**config.mk**
```make
export PLATFORM = sky130hd
export DESIGN_NAME = count_group_expander
export DESIGN_NICKNAME = d
export VERILOG_FILES = /design/src/rtl/count_group_expander.sv
export SDC_FILE = /design/constraint.sdc
export NUM_CORES = 1
export LEC_CHECK = 0
export ABC_AREA = 1
export CAP_MARGIN = 5
export CORE_MARGIN = 2
export CORE_UTILIZATION = 55
export CTS_BUF_LIST = sky130_fd_sc_hd__clkbuf_16
export DETAILED_ROUTE_END_ITERATION = 10
export GPL_TIMING_DRIVEN = 0
export PLACE_DENSITY = 0.81
export SYNTH_ARGS = -nofsm -noshare
export SYNTH_HDL_FRONTEND = slang
export SYNTH_SLANG_ARGS = --single-unit
```
**constraint.sdc**
```tcl
create_clock -name clk -period 3.5 [get_ports clk]
set_input_delay 0.7 -clock clk [delete_from_list [all_inputs] [get_ports clk]]
set_output_delay 0.7 -clock clk [all_outputs]
set_load 0.05 [all_outputs]
```
**src/rtl/count_group_expander.sv**
```systemverilog
// count_group_expander
// Expands a group code back into the consecutive counter values of that group,
// one value per output beat. Group g covers values (g-1)*GROUP_SIZE+1 up to
// g*GROUP_SIZE. Illegal codes are dropped and flagged with a one-cycle err pulse.
module count_group_expander #(
   parameter int W          = 4,
   parameter int GROUP_SIZE = 3,
   parameter int MAX_GROUP  = 3
) (
   input  logic         clk,
   input  logic         reset,
   input  logic         in_valid,
   output logic         in_ready,
   input  logic [W-1:0] in_group,
   output logic         out_valid,
   input  logic         out_ready,
   output logic [W-1:0] out_value,
   output logic         out_last,
   output logic         err
);

   typedef enum logic [0:0] {
      ST_IDLE = 1'b0,
      ST_EMIT = 1'b1
   } state_t;

   localparam logic [W-1:0]   LAST_K   = W'(GROUP_SIZE - 1);
   localparam logic [W-1:0]   MAX_CODE = W'(MAX_GROUP);
   localparam logic [2*W-1:0] GS_WIDE  = (2*W)'(GROUP_SIZE);
   localparam logic [2*W-1:0] ONE_WIDE = (2*W)'(1);
   localparam logic [W-1:0]   ONE      = W'(1);

   // The largest legal group must still fit in the output value width.
   if (MAX_GROUP * GROUP_SIZE > (2**W) - 1) begin : g_bad_params
      $error("count_group_expander: MAX_GROUP*GROUP_SIZE exceeds 2^W-1");
   end

   state_t         state_q, state_d;
   logic [W-1:0]   base_q, base_d;
   logic [W-1:0]   k_q, k_d;
   logic [W-1:0]   out_value_q, out_value_d;
   logic           out_last_q, out_last_d;
   logic           err_q, err_d;

   logic [2*W-1:0] grp_wide_s;
   logic [W-1:0]   base_s;
   logic           legal_s;
   logic           in_ready_s;
   logic           accept_s;
   logic           beat_s;

   // Decode the incoming code: legality and the first value of its group.
   always_comb begin
      grp_wide_s = {{W{1'b0}}, in_group};
      // Wide arithmetic so (g-1)*GROUP_SIZE cannot wrap before truncation.
      base_s     = W'((grp_wide_s - ONE_WIDE) * GS_WIDE + ONE_WIDE);
      legal_s    = (in_group != {W{1'b0}}) && (in_group <= MAX_CODE);
   end

   // Input acceptance: open in IDLE, or on the final beat being taken; never from in_valid.
   always_comb begin
      in_ready_s = 1'b0;
      if (reset) begin
         in_ready_s = 1'b0;
      end else if (state_q == ST_EMIT) begin
         in_ready_s = out_ready && out_last_q;
      end else begin
         in_ready_s = 1'b1;
      end
      accept_s = in_valid && in_ready_s;
      beat_s   = (state_q == ST_EMIT) && out_ready;
   end

   // Next-state and next-output computation for the expander FSM.
   always_comb begin
      state_d     = state_q;
      base_d      = base_q;
      k_d         = k_q;
      out_value_d = out_value_q;
      out_last_d  = out_last_q;
      err_d       = 1'b0;
      case (state_q)
         ST_IDLE: begin
            if (accept_s && legal_s) begin
               state_d     = ST_EMIT;
               base_d      = base_s;
               k_d         = {W{1'b0}};
               out_value_d = base_s;
               out_last_d  = (LAST_K == {W{1'b0}});
            end else if (accept_s) begin
               err_d = 1'b1;
            end else begin
               state_d = ST_IDLE;
            end
         end
         ST_EMIT: begin
            if (beat_s && !out_last_q) begin
               k_d         = k_q + ONE;
               out_value_d = base_q + k_q + ONE;
               out_last_d  = ((k_q + ONE) == LAST_K);
            end else if (beat_s && accept_s && legal_s) begin
               // Chain straight into the next group with no idle cycle.
               base_d      = base_s;
               k_d         = {W{1'b0}};
               out_value_d = base_s;
               out_last_d  = (LAST_K == {W{1'b0}});
            end else if (beat_s) begin
               state_d    = ST_IDLE;
               out_last_d = 1'b0;
               err_d      = accept_s;
            end else begin
               state_d = ST_EMIT;
            end
         end
         default: begin
            state_d    = ST_IDLE;
            out_last_d = 1'b0;
         end
      endcase
   end

   // State and output registers with synchronous reset.
   always_ff @(posedge clk) begin
      if (reset) begin
         state_q     <= ST_IDLE;
         base_q      <= {W{1'b0}};
         k_q         <= {W{1'b0}};
         out_value_q <= {W{1'b0}};
         out_last_q  <= 1'b0;
         err_q       <= 1'b0;
      end else begin
         state_q     <= state_d;
         base_q      <= base_d;
         k_q         <= k_d;
         out_value_q <= out_value_d;
         out_last_q  <= out_last_d;
         err_q       <= err_d;
      end
   end

   assign in_ready  = in_ready_s;
   assign out_valid = (state_q == ST_EMIT);
   assign out_value = out_value_q;
   assign out_last  = out_last_q;
   assign err       = err_q;

endmodule

```
Word level (Yosys, flattened, before mapping):

Index checks and enable logic that the tools add are counted.

* bits of input ports: 8
* output and inout bits: 8
* register bits: 15

* add/subtract/negate cells: 5
* multiply operators: 1
* equal/unequal tests: 6
* bitwise gates (word level): 1
* magnitude comparators: 1
* reduce and logical (&&, ||, !) cells: 13
* muxes and demuxes: 28

Operator list (count)
* $mux 4: 7
* $pmux 4 s2: 3
* $mux 1: 15
* $add 4x1->4 const B: 3
* $logic_and 1x1->1: 8
* $pmux 1 s2: 3
* $mul 5x3->4 const B: 1
* $sub 4x1->5 const B: 1
* $add 4x4->4: 1
* $eq 4x2->1 const B: 1
* $le 4x2->1 const B: 1
* $ne 2x2->1 const B: 2
* $ne 4x1->1 const B: 1
* $reduce_and 2->1: 2
* $reduce_bool 4->1: 1
* $ne 3x1->1 const B: 1
* $reduce_and 3->1: 1
* $ne 2x1->1 const B: 1
* $logic_not 1->1: 1
* $not 1->1: 1

Depth between registers and ports, before layout:

Gate-level depths: netlist of run 1.

* depth after elaboration: 9
* depth in mapped cells: 13
* mapped depth without buffers: 13

Least setup slack after synthesis of run 1:

Ideal clock, no wire load.

* kind: input to register
* start point: input in_group[0]
* end point: register base_q[3]
* data arrival time: 2.330 ns
* library setup time: 0.115 ns
* data required time: 3.385 ns
* stages: 10
* setup slack: 1.055 ns
* cells stage by stage: inv_1 -> ha_1 -> xor2_1 -> ha_1 -> fa_1 -> nand3b_1 -> nand3_1 -> nand2_1 -> o21ai_0 -> inv_1

* longest elaborated chain between the ends: 6
* elaborated cells between the ends (all ways): 15
* those cells by class: add/sub: 2; mul: 1; order compare: 1; eq/ne: 2; mux: 4; reduce/logical: 5

Ends and longest elaborated chain
* start: declaration: line 14 `input logic [W-1:0] in_group,`
* $sub 4x1->5: line 56 `base_s = W'((grp_wide_s - ONE_WIDE) * GS_WIDE + ONE_WIDE);`
* $mul 5x3->4: line 56
* $add 4x1->4: line 56
* $mux 4: line 101 `end else if (beat_s && accept_s && legal_s) begin`
* $mux 4: line 97 `if (beat_s && !out_last_q) begin`
* $pmux 4 s2: line 82 `case (state_q)`
* end signal: assignment: line 126 `base_q <= {W{1'b0}};`
* end signal: assignment: line 133 `base_q <= base_d;`
* end: declaration: line 39 `logic [W-1:0] base_q, base_d;`

Parallel ways exist; a longest one is shown, timed or not. The select of a mux whose other input is x is not followed.
A chain may end at the register's enable or synchronous reset.

Worst setup path in the final report of run 1:

* start point: input out_ready
* end point: output in_ready

* longest elaborated chain between the ends: 3

Ends and longest elaborated chain
* start: declaration: line 16 `input logic out_ready,`
* $logic_and 1x1->1: line 66 `in_ready_s = out_ready && out_last_q;`
* $mux 1: line 65 `end else if (state_q == ST_EMIT) begin`
* $mux 1: line 63 `if (reset) begin`
* end: declaration: line 13 `output logic in_ready,`

Every way passes these cells.

==> reports/results.tsv, run 1 <==
metric	value	unit
kind of path behind the tightest hold check	reg -> reg	
Worst Hold Margin	477.7	ps
Internal Power	0.0003668	W
total of endpoints with negative setup slack in the final report	0	
clock buffers created by TritonCTS	3	
Cell Rows	15	
number of setup buffers added after CTS	0	
combinational power share	20.3	%
iteration-0 DRC count of the detailed router	16	
Pins Over Slew Limit	0	
count of buffers inserted at the top-level ports	14	
syn_nets	163	
CP delay by family, top	buffers and inverters	
r2r setup slk	1920	ps
signal arrival time at the worst endpoint	2240	ps
most frequent standard cell in the layout excluding fill and tap cells	sky130_fd_sc_hd__nand2_1	
number of global-route vias before repair	950	
number of max-cap violations	0	
Final Wtd Congestion	0.7812	
FMAX	339.7	MHz
post-cts resize count	0	
DRC viols	0	
TritonCTS clock tree	done	
endpoint class of the critical path	output pin	
hold bufs inserted after CTS	0	
Tmin final	2944	ps
Die X	47.66	um
starting utilization of the core area	59.43	%
crit path launch type	input pin	
Avg Inst Size Synth	7.281	um^2
total leakage power	0.6082	nW
H-tree depth	1	
cells traversed along the worst timing path	clkdlybuf4s50_1, nand2_1, a21oi_1, clkdlybuf4s50_1	
Total Die Area	2271	um^2
Netlist cell types	26	
cell count after synthesis	144	
layout cells sized above 1	12.35	%
worst setup path startpoint	out_ready	
Worst Clk Skew	3.215	ps
detail-routed net length per standard cell	12.07	um
Buf/Inv on CP	2	
fraction of power consumed by the clock network	43.8	%
antenna violations before repair	0	
total negative setup slack	0	ps
Power Density	385.1	nW/um^2
I/O pin count	16	
Crit Reg-Reg Startpoint	k_q[0]	
number of antenna diodes	0	
switching part of the total power	26.67	%
most frequent cells in the layout	34 x sky130_fd_sc_hd__nand2_1, 21 x sky130_fd_sc_hd__inv_1, 15 x sky130_fd_sc_hd__dfxtp_1	
Total GRT Usage	24.19	%
maximum number of pins on one net before global-route repair	11	
Mapped Area	1049	um^2
unrepaired setup endpoints after global routing	false	
maximum single-stage delay on the critical path	810	ps
overall power	0.0005001	W
sequential power share	36.0	%
master cell of the clock root buffer	sky130_fd_sc_hd__clkbuf_16	
most used flip-flop cell after synthesis	sky130_fd_sc_hd__dfxtp_1	
source-to-sink clock delay at the later pin of the worst-skew pair	240	ps
transition time at the pin with the least slew margin	494.3	ps
wire length of the first global-routing pass	3933	um
net switching component of the power	0.0001334	W
run status	completed	
hpwl dp	1689	um
post-synthesis async set-or-reset flop share	0	%
CP endpoint	in_ready	
Crit-path slowest cell	sky130_fd_sc_hd__clkdlybuf4s50_1	
relative max-transition margin	66.94	%
depth of the critical timing path with buffers and inverters included	4	
number of nets in the layout	182	
count of state elements after synthesis	15	
Most common cell on crit path	sky130_fd_sc_hd__clkdlybuf4s50_1	
via total after detailed routing	950	
final core occ	73.62	%
router iterations before antenna repair	4	
Std-Cell Core Area	1764	um^2
remaining number of nets flagged by the antenna check after routing	0	
Max clock buf depth	2	
area delta synth->final	23.87	%
crit path kind	in -> out	
proportion of synthesized chip area in sequential cells	28.64	%
count of cells along the worst register-to-register path	6	
final hold viol count	0	
worst-path maximum fanout	3	
endpoint of the worst register-to-register path	out_value[1]	
Syn. warnings	0	
total grt overflow	0	
vias per std cell	5.080	
worst voltage drop across the vdd grid	0.2422	mV
worst endpoint required time	2800	ps
clock slew seen by the registers of the worst setup and hold paths	50	ps
# clock sinks	15	
Final Cycle Share	84.12	%
die height	47.66	um
number of enable flip-flop cells after synthesis	0	
final WL	2257	um
cells by family after synthesis:
kind of cell,Yosys count,share of synthesized area [%]
and+or+nand+nor,61,27.45
AOI/OAI and AO/OA,26,14.44
muxes,1,0.9547
buffers and inverters,26,10.62
xor gates and xnor gates,4,3.342
DFF,15,28.64
adders and majority gates,11,14.56
cells in the mapped netlist (2+ instances only):
library cell	instances	area (um^2)
sky130_fd_sc_hd__nand2_2	3	18.77
sky130_fd_sc_hd__nand2_1	34	127.6
sky130_fd_sc_hd__fa_1	2	40.04
sky130_fd_sc_hd__o21ai_0	10	50.05
sky130_fd_sc_hd__inv_2	3	11.26
sky130_fd_sc_hd__nor2_1	10	37.54
sky130_fd_sc_hd__dfxtp_1	15	300.3
sky130_fd_sc_hd__a21oi_2	2	17.52
sky130_fd_sc_hd__inv_1	20	75.07
sky130_fd_sc_hd__nand3b_1	2	15.01
sky130_fd_sc_hd__ha_1	9	112.6
sky130_fd_sc_hd__xor2_1	3	26.28
sky130_fd_sc_hd__nand3_1	6	30.03
sky130_fd_sc_hd__a21oi_1	13	65.06
power by group through the flow:
stage / clock network (W) / logic [W] / registers, W
2_1_floorplan: 0 / 0.0000579 / 0.000196
3_3_place_gp: 0 / 0.0000969 / 0.000183
3_5_place_dp: 0 / 0.000101 / 0.000183
4_1_cts: 0.000220 / 0.000101 / 0.000180
5_1_grt: 0.000233 / 0.000113 / 0.000180
6_report: 0.000219 / 0.000101 / 0.000180
flip-flops by register name (all words and copies together), names as in the netlist:
register   flops
k_q            4
out_last       1
base_q         4
out_valid      1
out_value      4
err            1
per-layer routing:
layer  global-route usage [%]  routed length, um
met1                    31.74               1021
met2                    41.62               1109
met3                    2.264                121
met4                    8.108                  5
met5                        0                  0
per-stage QoR:
step | setup slack [ps] | cell area, um^2 | cells
6_report | 555.9 | 1299 | 187
3_5_place_dp | 325.3 | 1220 | 183
5_1_grt | 443.9 | 1299 | 187
2_1_floorplan | 1055 | 1049 | 144
4_1_cts | 547.9 | 1299 | 187
3_3_place_gp | 431.4 | 1220 | 183
layout make-up:
type / instances / area [um^2]
multi-input combinational: 103 / 636.9
fill: 154 / 465.4
sequential: 15 / 300.3
timing repair buffer: 14 / 140.1
inverter: 24 / 92.59
clock buffer: 3 / 75.07
tap: 25 / 31.28
buffer: 2 / 18.77
clock inverter: 1 / 3.754
worst min-delay path: cells and delay by family (launching register included):
family / cells / cell delay (ps)
flops: 1 / 320
simple gates: 2 / 130
how the worst min path moves through the flow:
stage / from / to / cells past startpoint
final: out_value[1] / out_value[1] / 2
after global routing: out_value[0] / out_value[0] / 2
after CTS: out_value[1] / out_value[1] / 2
after detailed placement: out_value[1] / out_value[1] / 2
after global placement: out_value[0] / out_value[0] / 2
after floorplan: k_q[3] / k_q[3] / 2
(Power assumes the default switching activity.)
==> inputs of run 2 (changes only) <==
--- a/config.mk
+++ b/config.mk
@@ -8,11 +8,11 @@
 export ABC_AREA = 1
 export CAP_MARGIN = 5
 export CORE_MARGIN = 2
-export CORE_UTILIZATION = 55
+export CORE_UTILIZATION = 52
 export CTS_BUF_LIST = sky130_fd_sc_hd__clkbuf_16
 export DETAILED_ROUTE_END_ITERATION = 10
 export GPL_TIMING_DRIVEN = 0
-export PLACE_DENSITY = 0.81
+export PLACE_DENSITY = 0.77
 export SYNTH_ARGS = -nofsm -noshare
 export SYNTH_HDL_FRONTEND = slang
 export SYNTH_SLANG_ARGS = --single-unit
==> constraint.sdc (replaced) <==
create_clock -name clk -period 3 [get_ports clk]
set_input_delay 0.6 -clock clk [delete_from_list [all_inputs] [get_ports clk]]
set_output_delay 0.6 -clock clk [all_outputs]
set_load 0.05 [all_outputs]
==> run 2 against run 1 <==
  * Sequential power grew 17%
  * Sequential share of layout area shrank 0.067 points
  * Count of clock-buffer cells in the layout is the same
  * Setup slack lost 340 ps
  * Core utilization shrank 5.8 points
  * Critical path depth grew 7
  * Flip-flop and latch count is the same
  * Largest cell class unchanged
  * Largest power group unchanged
==> reports/results.tsv, run 2 (same netlist as run 1, synthesis figures left out) <==
metric	value	unit
sequential power share	35.6	%
cell depth of the worst hold path	2	
worst-path maximum fanout	5	
depth of the critical timing path with buffers and inverters included	11	
Pins Over Slew Limit	0	
final hold viol count	0	
number of global-route vias before repair	905	
Total GRT Usage	20.35	%
Final Cycle Share	92.90	%
post-placement worst setup slack	-40.55	ps
switching part of the total power	27.02	%
fraction of power consumed by the clock network	44.3	%
clock slew seen by the registers of the worst setup and hold paths	50	ps
signal arrival time at the worst endpoint	2920	ps
hpwl dp	1631	um
crit path kind	in -> reg	
vias per std cell	5.000	
non-filler cells in the finished layout	189	
Total Die Area	2392	um^2
total negative setup slack	0	ps
Worst Clk Skew	0.9973	ps
Cell Count Post-Placement	185	
master cell of the clock root buffer	sky130_fd_sc_hd__clkbuf_16	
DRC viols	0	
I/O pin count	16	
area delta synth->final	24.22	%
Power Density	452.0	nW/um^2
Max clock buf depth	2	
maximum number of pins on one net before global-route repair	11	
combinational power share	20.1	%
Std-Cell Core Area	1922	um^2
TritonCTS clock tree	done	
endpoint class of the critical path	flip-flop	
number of max-cap violations	0	
worst voltage drop across the vdd grid	0.2935	mV
net switching component of the power	0.0001591	W
total leakage power	0.6068	nW
final core occ	67.77	%
run status	completed	
# clock sinks	15	
count of cells along the worst register-to-register path	6	
hold bufs inserted after CTS	0	
detail-routed net length per standard cell	11.24	um
antenna violations before repair	0	
count of buffers inserted at the top-level ports	14	
unrepaired setup endpoints after global routing	false	
Die X	48.91	um
post-cts resize count	0	
total grt overflow	0	
Buf/Inv on CP	3	
wire length of the first global-routing pass	3753	um
source-to-sink clock delay at the later pin of the worst-skew pair	250	ps
starting utilization of the core area	54.56	%
Final Wtd Congestion	0.7712	
transition time at the pin with the least slew margin	506.4	ps
number of setup buffers added after CTS	0	
most frequent cells in the layout	34 x sky130_fd_sc_hd__nand2_1, 20 x sky130_fd_sc_hd__inv_1, 15 x sky130_fd_sc_hd__dfxtp_1	
die height	48.91	um
total of endpoints with negative setup slack in the final report	0	
Internal Power	0.0004296	W
FMAX	358.8	MHz
final worst slack	213.1	ps
worst endpoint required time	3140	ps
kind of path behind the tightest hold check	reg -> reg	
final WL	2124	um
CP delay by family, top	adder cells	
clock buffers created by TritonCTS	3	
number of nets in the layout	182	
maximum single-stage delay on the critical path	470	ps
remaining number of nets flagged by the antenna check after routing	0	
Crit-path slowest cell	sky130_fd_sc_hd__clkdlybuf4s50_1	
Cell Rows	16	
iteration-0 DRC count of the detailed router	19	
H-tree depth	1	
cells traversed along the worst timing path	clkdlybuf4s50_1, inv_1, ha_1, xor2_1, ha_1, fa_1, nand3b_1, nand3_1, nand2_1, o21ai_0, inv_1	
crit path launch type	input pin	
relative max-transition margin	66.13	%
via total after detailed routing	945	
router iterations before antenna repair	5	
number of antenna diodes	0	
layout cells sized above 1	12.96	%
Tmin final	2787	ps
most frequent standard cell in the layout excluding fill and tap cells	sky130_fd_sc_hd__nand2_1	
## run 2: cell count changes in the layout (fill, tap and decap cells not counted), sizes merged
cell and delta:
inv -1, clkinv +1
## run 2: worst register-to-register path: stages, from the launching register on
cell and delay (ps):
sky130_fd_sc_hd__dfxtp_1 380, sky130_fd_sc_hd__inv_1 90, sky130_fd_sc_hd__ha_1 210, sky130_fd_sc_hd__fa_1 480
sky130_fd_sc_hd__o21ai_0 80, sky130_fd_sc_hd__o21ai_0 170, sky130_fd_sc_hd__nor2_1 50
## run 2: area by class of cell
| class | count | area, um^2 |
|---|---|---|
| well taps | 27 | 33.78 |
| plain buffers | 2 | 18.77 |
| fillers | 167 | 619.3 |
| flip-flops and latches | 15 | 300.3 |
| repair buffers | 14 | 140.1 |
| inverters | 24 | 92.59 |
| clock buffers | 3 | 75.07 |
| clock inverters | 1 | 5.005 |
| multi-input cells | 103 | 636.9 |
## run 2: final timing paths
kind	start	to	slack, ps
max reg2reg	k_q[0]	out_value[1]	1440
min reg2reg	out_value[1]	out_value[1]	480
max	in_group[0]	base_q[3]	210
min	out_value[1]	out_value[1]	480
## run 2: metrics by stage
step	hold slack [ps]	power (W)	cell area, um^2
CTS	488.2	0.0005940	1303
floorplan	476.3	0.0002964	1049
detailed placement	476.7	0.0003303	1222
finish	483.9	0.0005887	1303
global placement	463.2	0.0003271	1222
global route	514.6	0.0006199	1303
## run 2: layer usage
metal / vias up / share of wire, % / GRT usage, %
li1: 487 / - / -
met1: 429 / 46 / 25.53
met2: 24 / 48 / 33.56
met3: 5 / 3.8 / 4.601
met4: 0 / 2.1 / 8.571
met5: - / 0 / 0
## run 2: power by group through the flow
stage / logic [W] / clock network [W] / registers (W)
CTS: 0.000118 / 0.000266 / 0.000210
global placement: 0.000114 / 0 / 0.000213
global route: 0.000131 / 0.000279 / 0.000210
finish: 0.000118 / 0.000261 / 0.000210
floorplan: 0.0000676 / 0 / 0.000229
detailed placement: 0.000117 / 0 / 0.000214
==> inputs of run 3 (changes only) <==
--- a/config.mk
+++ b/config.mk
@@ -7,7 +7,6 @@
 export LEC_CHECK = 0
 export ABC_AREA = 1
 export CAP_MARGIN = 5
-export CORE_MARGIN = 2
 export CORE_UTILIZATION = 52
 export CTS_BUF_LIST = sky130_fd_sc_hd__clkbuf_16
 export DETAILED_ROUTE_END_ITERATION = 10
==> run 3 against run 2 <==
  * Flip-flop and latch count is the same
  * Critical path type is now in -> out
  * Wire length down 2.3%
  * Critical endpoint is now in_ready
  * Final cell count is 1.1% lower
  * Clock skew increased by 0.59 ps
==> reports/results.tsv, run 3 (same netlist as run 1, synthesis figures left out) <==
metric	value	unit
iteration-0 DRC count of the detailed router	13	
number of global-route vias before repair	806	
signal arrival time at the worst endpoint	2160	ps
wire length of the first global-routing pass	3450	um
I/O pin count	16	
die height	46.91	um
DRC viols	0	
Max clock buf depth	2	
worst-path maximum fanout	3	
Power Density	453.0	nW/um^2
antenna violations before repair	0	
Final Cycle Share	92.05	%
Final Wtd Congestion	0.7819	
most frequent cells in the layout	34 x sky130_fd_sc_hd__nand2_1, 20 x sky130_fd_sc_hd__inv_1, 15 x sky130_fd_sc_hd__dfxtp_1	
hold bufs inserted after CTS	0	
final WL	2075	um
Worst Clk Skew	1.583	ps
layout cells sized above 1	12.96	%
worst voltage drop across the vdd grid	0.3569	mV
source-to-sink clock delay at the later pin of the worst-skew pair	250	ps
Pins Over Slew Limit	0	
Worst Hold Margin	480.0	ps
endpoint class of the critical path	output pin	
Total Die Area	2200	um^2
final hold viol count	0	
H-tree depth	1	
area after detailed placement	1220	um^2
master cell of the clock root buffer	sky130_fd_sc_hd__clkbuf_16	
number of antenna diodes	0	
unrepaired setup endpoints after global routing	false	
clock slew seen by the registers of the worst setup and hold paths	50	ps
Std-Cell Core Area	1802	um^2
final design instance area without fill	1300	um^2
crit path launch type	input pin	
post-cts resize count	0	
number of nets in the layout	182	
total of endpoints with negative setup slack in the final report	0	
FMAX	362.1	MHz
TritonCTS clock tree	done	
Die X	46.91	um
detail-routed net length per standard cell	11.10	um
kind of path behind the tightest hold check	reg -> reg	
maximum number of pins on one net before global-route repair	11	
router iterations before antenna repair	4	
via total after detailed routing	939	
worst setup path startpoint	out_ready	
most frequent standard cell in the layout excluding fill and tap cells	sky130_fd_sc_hd__nand2_1	
total grt overflow	0	
relative max-transition margin	66.92	%
remaining number of nets flagged by the antenna check after routing	0	
count of cells along the worst register-to-register path	6	
worst endpoint required time	2400	ps
# clock sinks	15	
hpwl dp	1591	um
area delta synth->final	23.99	%
run status	completed	
count of buffers inserted at the top-level ports	14	
number of setup buffers added after CTS	0	
Tmin final	2761	ps
CP endpoint	in_ready	
transition time at the pin with the least slew margin	494.6	ps
Total GRT Usage	22.90	%
Cell Rows	15	
starting utilization of the core area	58.19	%
r2r setup slk	1440	ps
crit path kind	in -> out	
Crit Reg-Reg Startpoint	k_q[0]	
number of max-cap violations	0	
endpoint of the worst register-to-register path	out_value[2]	
clock buffers created by TritonCTS	3	
total leakage power	0.6068	nW
vias per std cell	5.021	
count of fill cells added during filler insertion	146	
==> run 3: worst min path at each step <==
stage	startpoint	slack (ps)	end	cells past startpoint
2_1_floorplan	k_q[3]	480	k_q[3]	2
5_1_grt	out_value[1]	510	out_value[1]	2
3_3_place_gp	out_value[0]	460	out_value[0]	2
6_report	out_value[1]	480	out_value[1]	2
4_1_cts	out_value[1]	490	out_value[1]	2
3_5_place_dp	out_value[1]	470	out_value[1]	2
==> run 3: report_power, final <==
part | internal (W) | leakage [nW] | switching (W)
Clock | 0.000178 | 0.0409 | 0.0000843
Sequential | 0.000206 | 0.122 | 0.00000367
Combinational | 0.0000455 | 0.444 | 0.0000712
Total | 0.000430 | 0.607 | 0.000159
==> run 3: metal layers <==
layer  routed length, um  global-route usage (%)  part of all wire (%)  up-vias
met1                 992                   30.21                    48      417
met3                  63                   3.462                   3.0        5
met5                   0                       0                     0        -
met2                 975                   35.83                    47       25
met4                  43                   12.57                   2.1        0
li1                    -                       -                     -      492
==> run 3: final cells by class <==
| cell class | count | area (um^2) | share of cell area (%) |
|---|---|---|---|
| clock inverters | 1 | 5.005 | 0.3850 |
| flip-flops and latches | 15 | 300.3 | 23.10 |
| plain buffers | 2 | 18.77 | 1.444 |
| inverters | 24 | 92.59 | 7.122 |
| multi-input cells | 103 | 636.9 | 48.99 |
| well taps | 25 | 31.28 | 2.406 |
| repair buffers | 14 | 140.1 | 10.78 |
| clock buffers | 3 | 75.07 | 5.775 |
==> run 3: worst max-delay path, stage by stage <==
cell and delay [ps]:
sky130_fd_sc_hd__clkdlybuf4s50_1 520, sky130_fd_sc_hd__nand2_1 100, sky130_fd_sc_hd__a21oi_1 130, sky130_fd_sc_hd__clkdlybuf4s50_1 810
==> run 3: per-stage QoR <==
step / utilization (%) / setup TNS (ps) / instances / setup slack (ps) / total power [W]
3_3_place_gp: 67.71 / 0 / 183 / 26.11 / 0.0003269
4_1_cts: 72.15 / 0 / 187 / 232.6 / 0.0005920
5_1_grt: 72.15 / 0 / 187 / 13.28 / 0.0006148
2_1_floorplan: - / 0 / 144 / 654.9 / 0.0002964
3_5_place_dp: 67.71 / -2.527 / 183 / -2.527 / 0.0003298
6_report: 72.15 / 0 / 187 / 238.6 / 0.0005889
